$ cat config.mk
export PLATFORM = sky130hd
export DESIGN_NAME = sar_search
export DESIGN_NICKNAME = d
export VERILOG_FILES = /design/src/rtl/sar_search.sv
export SDC_FILE = /design/constraint.sdc
export NUM_CORES = 1
export LEC_CHECK = 0
export BUFFER_PORTS_ARGS = -buffer_cell sky130_fd_sc_hd__buf_2
export CORE_ASPECT_RATIO = 0.8
export CORE_MARGIN = 2
export CORE_UTILIZATION = 25
export CTS_BUF_LIST = sky130_fd_sc_hd__clkbuf_8
export CTS_CLUSTER_DIAMETER = 50
export CTS_CLUSTER_SIZE = 25
export DETAILED_ROUTE_END_ITERATION = 16
export PLACE_DENSITY_LB_ADDON = 0.2
export SYNTH_ARGS = -nofsm -noshare
export SYNTH_HDL_FRONTEND = slang
export SYNTH_SLANG_ARGS = --single-unit
export TNS_END_PERCENT = 1
$ cat constraint.sdc
create_clock -name clk -period 2.2 [get_ports clk]
set_clock_uncertainty 0.1 [all_clocks]
set_input_delay 0.33 -clock clk [delete_from_list [all_inputs] [get_ports clk]]
set_output_delay 0.33 -clock clk [all_outputs]
set_load 0.005 [all_outputs]
$ cat src/rtl/sar_search.sv
// Successive-approximation search driving an external combinational comparator.
// One trial per cycle, MSB first, with early exit on equality.
module sar_search #(
  parameter int N = 8
) (
  input  logic         clk,
  input  logic         rst,
  input  logic         start,
  output logic [N-1:0] trial,
  input  logic         cmp_ls,
  input  logic         cmp_gr,
  input  logic         cmp_eq,
  output logic         busy,
  output logic         done,
  output logic [N-1:0] result,
  output logic         found,
  output logic         err
);

  localparam int IW = (N > 1) ? $clog2(N) : 1;

  typedef enum logic [1:0] {
    IDLE,
    SEARCH,
    DONE
  } state_t;

  state_t         r_state;
  logic [N-1:0]   r_trial;
  logic [N-1:0]   r_result;
  logic [IW-1:0]  r_idx;
  logic           r_found;
  logic           r_err;
  logic           r_done;

  logic [N-1:0]   w_bit;
  logic [N-1:0]   w_upd;
  logic [N-1:0]   w_nxt;
  logic [2:0]     w_code;

  // w_bit is the bit under test; w_nxt is the one tried next
  assign w_bit  = {{(N-1){1'b0}}, 1'b1} << r_idx;
  assign w_nxt  = w_bit >> 1;
  assign w_upd  = cmp_gr ? (r_trial & ~w_bit) : r_trial;
  assign w_code = {cmp_ls, cmp_gr, cmp_eq};

  always_ff @(posedge clk) begin
    if (rst) begin
      r_state  <= IDLE;
      r_trial  <= '0;
      r_result <= '0;
      r_idx    <= '0;
      r_found  <= 1'b0;
      r_err    <= 1'b0;
      r_done   <= 1'b0;
    end else begin
      case (r_state)
        IDLE: begin
          r_done <= 1'b0;
          if (start) begin
            r_state  <= SEARCH;
            r_found  <= 1'b0;
            r_err    <= 1'b0;
            r_result <= '0;
            r_idx    <= IW'(N - 1);
            r_trial  <= {1'b1, {(N-1){1'b0}}};
          end
        end
        SEARCH: begin
          unique case (w_code)
            3'b001: begin
              r_result <= r_trial;
              r_found  <= 1'b1;
              r_trial  <= '0;
              r_done   <= 1'b1;
              r_state  <= DONE;
            end
            3'b010, 3'b100: begin
              if (r_idx != '0) begin
                r_trial <= w_upd | w_nxt;
                r_idx   <= r_idx - 1'b1;
              end else begin
                r_result <= w_upd;
                r_trial  <= '0;
                r_done   <= 1'b1;
                r_state  <= DONE;
              end
            end
            default: begin
              r_err    <= 1'b1;
              r_result <= '0;
              r_found  <= 1'b0;
              r_trial  <= '0;
              r_done   <= 1'b1;
              r_state  <= DONE;
            end
          endcase
        end
        DONE: begin
          r_done  <= 1'b0;
          r_state <= IDLE;
        end
        default: begin
          r_state <= IDLE;
        end
      endcase
    end
  end

  assign trial  = r_trial;
  assign busy   = (r_state == SEARCH);
  assign done   = r_done;
  assign result = r_result;
  assign found  = r_found;
  assign err    = r_err;

endmodule

==> impl_metrics.toml, run 1 <==
[power]
power.share.clock_pct = 30.7
p_switching_uw = 291
power_frac_comb_pct = 20.7
seq_power_share_pct = 48.6
ir_worst_vdd_mv = 0.185
p_leak_uw = 0.000572
intPower_uw = 682
switching_share_pct = 29.9
power.density_mw_per_mm2 = 653

[placed_design]
port_buffers = 25
dp_hpwl_um = 2530
place_ws_ns = 0.248
gp_congestion = 0.796

[logic_synthesis]
synth.area.mux_share_pct = 0
synth-edff-count = 0
synth_fa_ha_area_share_pct = 5.02
synth_warnings = 0
syn_nets = 155
synth_compound_area_share_pct = 28.1
synth_top_flop_cell = "dfxtp_1"
synth_area_mm2 = 0.00125
ys_seq_area_share_pct = 38.6
syn_avg_cell_area_um2 = 8.65
synth_cell_type_count = 41
synth-seq-cells = 24
synth-simple-area-share_pct = 21.7
synth-xor-area-share_pct = 2.11
synth_cells = 144
async_flop_share_pct = 0
synth_top_family_by_area = "compound AO/OA/AOI/OAI gates"

[layout]
n_fill_cell = 515
drive_above_1_share_pct = 23.1
seqCellArea_um2 = 480
diodes = 0
multi_input_area_um2 = 709
synthToLayoutAreaGrowth_pct = 19.6
final_nets = 181

[clock_tree]
cts_sinks = 24
clk_path_buf_depth = 2
clk_pin_slew_ns = 0.08
ctsResizeCount = 0
numCtsBuffers = 3
postCtsSetupBuffers = 0
cts_tree = "done"
cts_root_buf = "clkbuf_8"
hold_buffers = 0
clk_latency_ns = 0.27
h-tree-depth = 1

[global_route]
met3_usage_pct = 3.79
grt_busiest_layer = "met2"
track_usage_pct = 12.4
antenna_found_initial = 0
use_met2_pct = 18.9
grt_start_max_net_pins = 22
grt_pass1_wl_um = 5440
first_global_vias = 1095
grt-ovfl-total = 0
gr-usage-met1_pct = 16.7

[job]
timing.max_cap.violations = 0

[drt]
viasPerCell = 5.15
routed_wl_um = 3420
drc = 0
wl_per_cell_um = 14.9
drtPass1Iterations = 4
ant_nets = 0
drtIter0Drc = 62
vias = 1180

[sta]
fmax_mhz = 504
layout_setup_ws_ns = 0.216
rsz0062_at_grt = "no"
finalHoldViolCount = 0
maxSlewViolCount = 0
setup_violations = 0
tightestPinTransition_ns = 0.544
min_period_over_period_pct = 90.2
fin_setup_tns_ns = 0
finalCriticalPeriod_ns = 1.98
max-slew-margin-rel_pct = 63.7

[worst_hold_path]
min_path_type = "register to register"
whs_path_depth = 2

[worst_setup_path]
crit_fanout = 11
critPathCaptureType = "register"
path_class = "register to register"
rr_worst_depth = 7
critical_path_arrival_ns = 2.08
required_ns = 2.29
start_kind = "register"

[floorplan]
initial_core_util_pct = 26.6
coreArea_mm2 = 0.00468
rows = 22
die_h_um = 67.2
dieArea_mm2 = 0.00557
die_w_um = 82.9
num_io_pins = 26

[status]
status = "finished clean"
## final cells by class
| class | count | area share (%) |
|---|---|---|
| inverters | 6 | 1.51 |
| well taps | 60 | 5.04 |
| clock buffers | 4 | 3.69 |
| flip-flops and latches | 24 | 32.2 |
| multi-input cells | 107 | 47.6 |
| repair buffers | 28 | 9.91 |
## critical path, cell delays in order (launching register included)
cell	delay (ns)
dfxtp_1	0.36
inv_1	0.11
ha_1	0.27
nor2b_1	0.37
nor4_2	0.08
buf_4	0.19
a32o_1	0.26
nor3_1	0.16
## routing by layer
layer,wire length [um],vias up
li1,-,585
met1,1760,566
met2,1460,25
met3,159,4
met4,37,0
met5,0,-
## final timing paths
kind                            slack (ns)      from  endpoint
worst max register to register        0.22  r_idx[0]  r_idx[2]
worst min register to register        0.37      done      done
worst min-delay path                  0.37      done      done
worst max-delay path                  0.22  r_idx[0]  r_idx[2]
## logic make-up after synthesis
kind of cell / count (synthesis)
flops: 24
xor+xnor: 3
compound gates: 48
buf+inv: 13
simple gates: 51
fa+ha+maj: 5
## registers in the layout (all words and copies together) (netlist names)
signal	count
found	1
r_state	2
err	1
trial	8
done	1
r_idx	3
result	8
## placed cells by master, fill, tap and decap left out, types with 4 or more instances in the layout
cell	synthesis	final
nand2_1	8	8
nand2b_1	4	4
ha_1	5	5
clkbuf_8	0	4
a21oi_1	16	16
dfxtp_1	24	24
nand3_1	11	11
nor2_1	6	6
inv_1	6	6
nor2b_1	4	4
o211ai_1	6	6
buf_2	3	25
nor3_1	10	10
## per-stage QoR
stage | hold WS [ns] | instance area, um^2 | power (uW) | util [%] | cells
6_report | 0.368 | 1490 | 973 | 31.8 | 229
5_1_grt | 0.388 | 1490 | 1030 | 31.8 | 229
4_1_cts | 0.372 | 1490 | 988 | 31.8 | 229
3_5_place_dp | 0.350 | 1440 | 683 | 30.7 | 225
3_3_place_gp | 0.346 | 1440 | 679 | 30.7 | 225
2_1_floorplan | 0.356 | 1250 | 618 | - | 144
## synth_stat cells (2+ instances only)
cell type | count | area share, %
nand2_1 | 8 | 2.4
nand2b_1 | 4 | 2.0
o211ai_1 | 6 | 3.6
a211oi_1 | 3 | 1.8
nor2_1 | 6 | 1.8
a32o_1 | 2 | 1.6
a211oi_2 | 2 | 2.0
xnor2_1 | 2 | 1.4
ha_1 | 5 | 5.0
o2bb2ai_1 | 2 | 1.4
dfxtp_1 | 24 | 39
nor2b_1 | 4 | 2.0
nor3_1 | 10 | 4.0
buf_2 | 3 | 1.2
o21bai_1 | 2 | 1.2
a21oi_1 | 16 | 6.4
inv_1 | 6 | 1.8
clkbuf_1 | 3 | 0.90
and3_1 | 2 | 1.0
o21ai_0 | 2 | 0.80
nand3_1 | 11 | 4.4
o21ai_1 | 2 | 0.80
## power groups by stage
stage	Clock (uW)	Combinational [uW]	Sequential (uW)
final	299	201	473
after global routing	330	219	477
after CTS	315	201	473
after detailed placement	0	200	484
after global placement	0	196	482
after floorplan	0	142	475
No activity file was read; power rests on OpenSTA's default activity.
==> run 2, diff against run 1 <==
--- a/config.mk
+++ b/config.mk
@@ -8,3 +8,2 @@
 export BUFFER_PORTS_ARGS = -buffer_cell sky130_fd_sc_hd__buf_2
-export CORE_ASPECT_RATIO = 0.8
 export CORE_MARGIN = 2
--- a/constraint.sdc
+++ b/constraint.sdc
@@ -4,2 +4,2 @@
 set_output_delay 0.33 -clock clk [all_outputs]
-set_load 0.005 [all_outputs]
+set_load 0.01 [all_outputs]
==> impl_metrics.toml, run 2 (synthesis results as in run 1) <==
[sta]
finalHoldViolCount = 0
max-slew-margin-rel_pct = 62.8
fin_setup_tns_ns = 0
min_period_over_period_pct = 90.1
tightestPinTransition_ns = 0.557
maxSlewViolCount = 0
fmax_mhz = 504
setup_violations = 0
finalCriticalPeriod_ns = 1.98
rsz0062_at_grt = "no"

[clock_tree]
clk_path_buf_depth = 2
ctsResizeCount = 0
cts_sinks = 24
cts_root_buf = "clkbuf_8"
numCtsBuffers = 3
cts_tree = "done"
clk_pin_slew_ns = 0.09
h-tree-depth = 1
clk_latency_ns = 0.27
postCtsSetupBuffers = 0
hold_buffers = 0

[drt]
drtIter0Drc = 70
routed_wl_um = 3310
viasPerCell = 5.04
drtPass1Iterations = 4
drc = 0
vias = 1189
wl_per_cell_um = 14.0
ant_nets = 0

[worst_setup_path]
path_delay_family = "simple AND/OR/NAND/NOR gates"
crit_fanout = 11
critPathCaptureType = "register"
slowest_delay_ns = 0.36
crit_chain = "inv_1, ha_1, nor2b_1, nor4_2, buf_4, a32o_1, nor3_1"
required_ns = 2.29
start_kind = "register"
worst-path-buf-inv = 2
critical_path_arrival_ns = 2.07
path_class = "register to register"
crit_path_top_delay_cell = "dfxtp_1"

[global_route]
grt_busiest_layer = "met2"
met3_usage_pct = 2.57
track_usage_pct = 12.7
gr-usage-met1_pct = 16.7
grt-ovfl-total = 0
grt_start_max_net_pins = 22
use_met2_pct = 21.2
first_global_vias = 1118
grt_pass1_wl_um = 5440
antenna_found_initial = 0

[layout]
final_cell_mix = "buf_2 (25), dfxtp_1 (24), a21oi_1 (16)"
seqCellArea_um2 = 480
diodes = 0
n_fill_cell = 549
final_common_cell = "buf_2"
drive_above_1_share_pct = 23.1
synthToLayoutAreaGrowth_pct = 21.6
final_cells = 236
final_nets = 181
multi_input_area_um2 = 709

[worst_hold_path]
min_path_type = "primary input to register"

[job]
timing.max_cap.violations = 0

[floorplan]
num_io_pins = 26
die_w_um = 74.6
die_h_um = 74.6
dieArea_mm2 = 0.00557
rows = 25
initial_core_util_pct = 26.2
coreArea_mm2 = 0.00475

[placed_design]
placedCellCount = 232
port_buffers = 25
dp_hpwl_um = 2510
gp_congestion = 0.813

[power]
p_leak_uw = 0.000579
power.density_mw_per_mm2 = 703
ir_worst_vdd_mv = 0.232

[status]
status = "finished clean"
## run 2: cell count changes in the layout (fill, tap and decap cells not counted)
cell,before,now
clkbuf_8,4,3
bufinv_16,0,1
## run 2: final timing paths
path                 start          to  slack [ns]  cells past startpoint
setup / recovery  r_idx[0]    r_idx[2]        0.22                      7
hold / removal         rst  r_state[1]        0.36                      2
setup reg to reg  r_idx[0]    r_idx[2]        0.22                      7
hold reg to reg       done        done        0.37                      2
## run 2: stage by stage
step	total power, uW	hold slack (ns)	utilization [%]	setup slack (ns)	instance area (um^2)
floorplan	621	0.388	-	0.446	1250
global placement	679	0.348	30.4	0.363	1440
detailed placement	685	0.356	30.4	0.225	1440
CTS	1080	0.369	31.9	0.201	1520
global route	1120	0.392	31.9	0.0991	1520
finish	1060	0.360	31.9	0.217	1520
## run 2: cell type report
type	instances	area share (%)
multi-input cells	107	46.8
flip-flops and latches	24	31.7
repair buffers	28	9.74
well taps	67	5.53
clock buffers	3	2.73
clock inverters	1	1.98
inverters	6	1.49
## run 2: layer usage
metal / part of all wire [%] / vias up
li1: - / 585
met1: 45 / 567
met2: 48 / 33
met3: 5.7 / 4
met4: 0.94 / 0
met5: 0 / -
## run 2: power by group
part / internal (uW) / total, uW / switching [uW] / leakage [uW]
clock network: 243 / 390 / 147 / 0.0000357
registers: 450 / 474 / 23.8 / 0.000195
logic: 71.4 / 201 / 129 / 0.000349
==> run 3, diff against run 2 <==
clock period = 2.4 ns   (was 2.2 ns; I/O delays follow)
==> impl_metrics.toml, run 3 (synthesis results as in run 1) <==
[drt]
wl_per_cell_um = 13.9
drtIter0Drc = 63
viasPerCell = 4.94
drc = 0
drtPass1Iterations = 4
ant_nets = 0
routed_wl_um = 3290
vias = 1166

[worst_setup_path]
path_delay_family = "simple AND/OR/NAND/NOR gates"
slowest_delay_ns = 0.43
crit_fanout = 8
reg2reg_slack_ns = 0.30
start_kind = "register"
critPathCaptureType = "register"
timing.rr.start = "r_idx[0]"
crit_path_top_delay_cell = "dfxtp_1"
worst-path-buf-inv = 2
critical_path_arrival_ns = 2.19
rr_worst_depth = 7
crit_chain = "inv_1, ha_1, nor2b_1, nor4_2, buf_4, nor3_1, a211oi_2"
required_ns = 2.49
path_class = "register to register"
r2r_end = "r_idx[0]"

[worst_hold_path]
whs_path_depth = 1
holdPathEnd = "result[5]"
hp-start = "result[5]"
min_path_type = "register to register"

[sta]
rsz0062_at_grt = "no"
setup_violations = 0
max-slew-margin-rel_pct = 50.4
fin_setup_tns_ns = 0
tightestPinTransition_ns = 0.742
finalHoldViolCount = 0
min_period_over_period_pct = 87.6
finalCriticalPeriod_ns = 2.10
layout_setup_ws_ns = 0.297
maxSlewViolCount = 0
fmax_mhz = 476

[global_route]
track_usage_pct = 12.6
grt_start_max_net_pins = 22
grt-ovfl-total = 0
grt_pass1_wl_um = 5400
first_global_vias = 1171
antenna_found_initial = 0

[placed_design]
port_buffers = 25
gp_congestion = 0.808
place_ws_ns = 0.291
placedCellCount = 232
postPlaceCellArea_mm2 = 0.00144
dp_hpwl_um = 2540

[clock_tree]
postCtsSetupBuffers = 0
cts_root_buf = "clkbuf_8"
clk_latency_ns = 0.26
clk_pin_slew_ns = 0.08
clk_path_buf_depth = 2
cts_sinks = 24
numCtsBuffers = 3
h-tree-depth = 1
hold_buffers = 0
cts_tree = "done"
ctsResizeCount = 0

[power]
p_leak_uw = 0.000573
power.density_mw_per_mm2 = 592
ir_worst_vdd_mv = 0.188

[layout]
multi_input_area_um2 = 709
post-route-cell-area_mm2 = 0.00150
final_common_cell = "buf_2"
final_nets = 181
synthToLayoutAreaGrowth_pct = 20.3
seqCellArea_um2 = 480
n_fill_cell = 522
final_cells = 236
drive_above_1_share_pct = 23.1
diodes = 0
final_cell_mix = "buf_2 (25), dfxtp_1 (24), a21oi_1 (16)"

[floorplan]
die_w_um = 74.6
num_io_pins = 26
initial_core_util_pct = 26.2
rows = 25
die_h_um = 74.6
dieArea_mm2 = 0.00557
coreArea_mm2 = 0.00475

[status]
status = "finished clean"

[job]
timing.max_cap.violations = 0
## run 3: cell types whose count changed in the layout (fill, tap and decap cells not counted)
cell / delta
bufinv_16: -1
clkbuf_8: +1
## run 3: final cells by class
class,count,share of cell area (%)
multi-input combinational,107,47.3
sequential,24,32.1
timing repair buffer,28,9.85
tap,67,5.59
clock buffer,4,3.67
inverter,6,1.50
## run 3: worst reg2reg max path: stages (launching register included)
cell	delay, ns
dfxtp_1	0.43
inv_1	0.11
ha_1	0.27
nor2b_1	0.20
nor4_2	0.39
buf_4	0.25
nor3_1	0.07
a211oi_2	0.22
## run 3: stage by stage
stage | hold slack [ns] | utilization, % | power, uW
CTS | 0.373 | 31.5 | 902
finish | 0.367 | 31.5 | 888
global placement | 0.348 | 30.4 | 625
global route | 0.393 | 31.5 | 939
floorplan | 0.388 | - | 569
detailed placement | 0.347 | 30.4 | 627
## run 3: power breakdown
part	leakage, uW	switching [uW]	internal, uW	total [uW]
clock network	0.0000288	124	146	270
registers	0.000195	14.3	413	427
logic	0.000349	125	65.6	191
## run 3: routing by layer
layer  share of wire (%)  vias to the layer above  track usage, %
met4                 1.2                        0            4.37
met2                  47                       27            21.0
met5                   0                        -               0
met1                  47                      553            16.3
met3                 4.8                        4            2.17
li1                    -                      582               -
## run 3: worst max-delay path by stage
stage / from / endpoint / slack, ns / cells after the start
6_report: r_idx[0] / r_idx[0] / 0.30 / 7
5_1_grt: r_idx[0] / r_idx[1] / 0.11 / 7
4_1_cts: r_idx[0] / r_idx[0] / 0.26 / 7
3_5_place_dp: r_idx[0] / r_idx[0] / 0.29 / 7
3_3_place_gp: r_idx[0] / r_idx[0] / 0.40 / 7
2_1_floorplan: r_idx[0] / r_idx[0] / 0.65 / 7
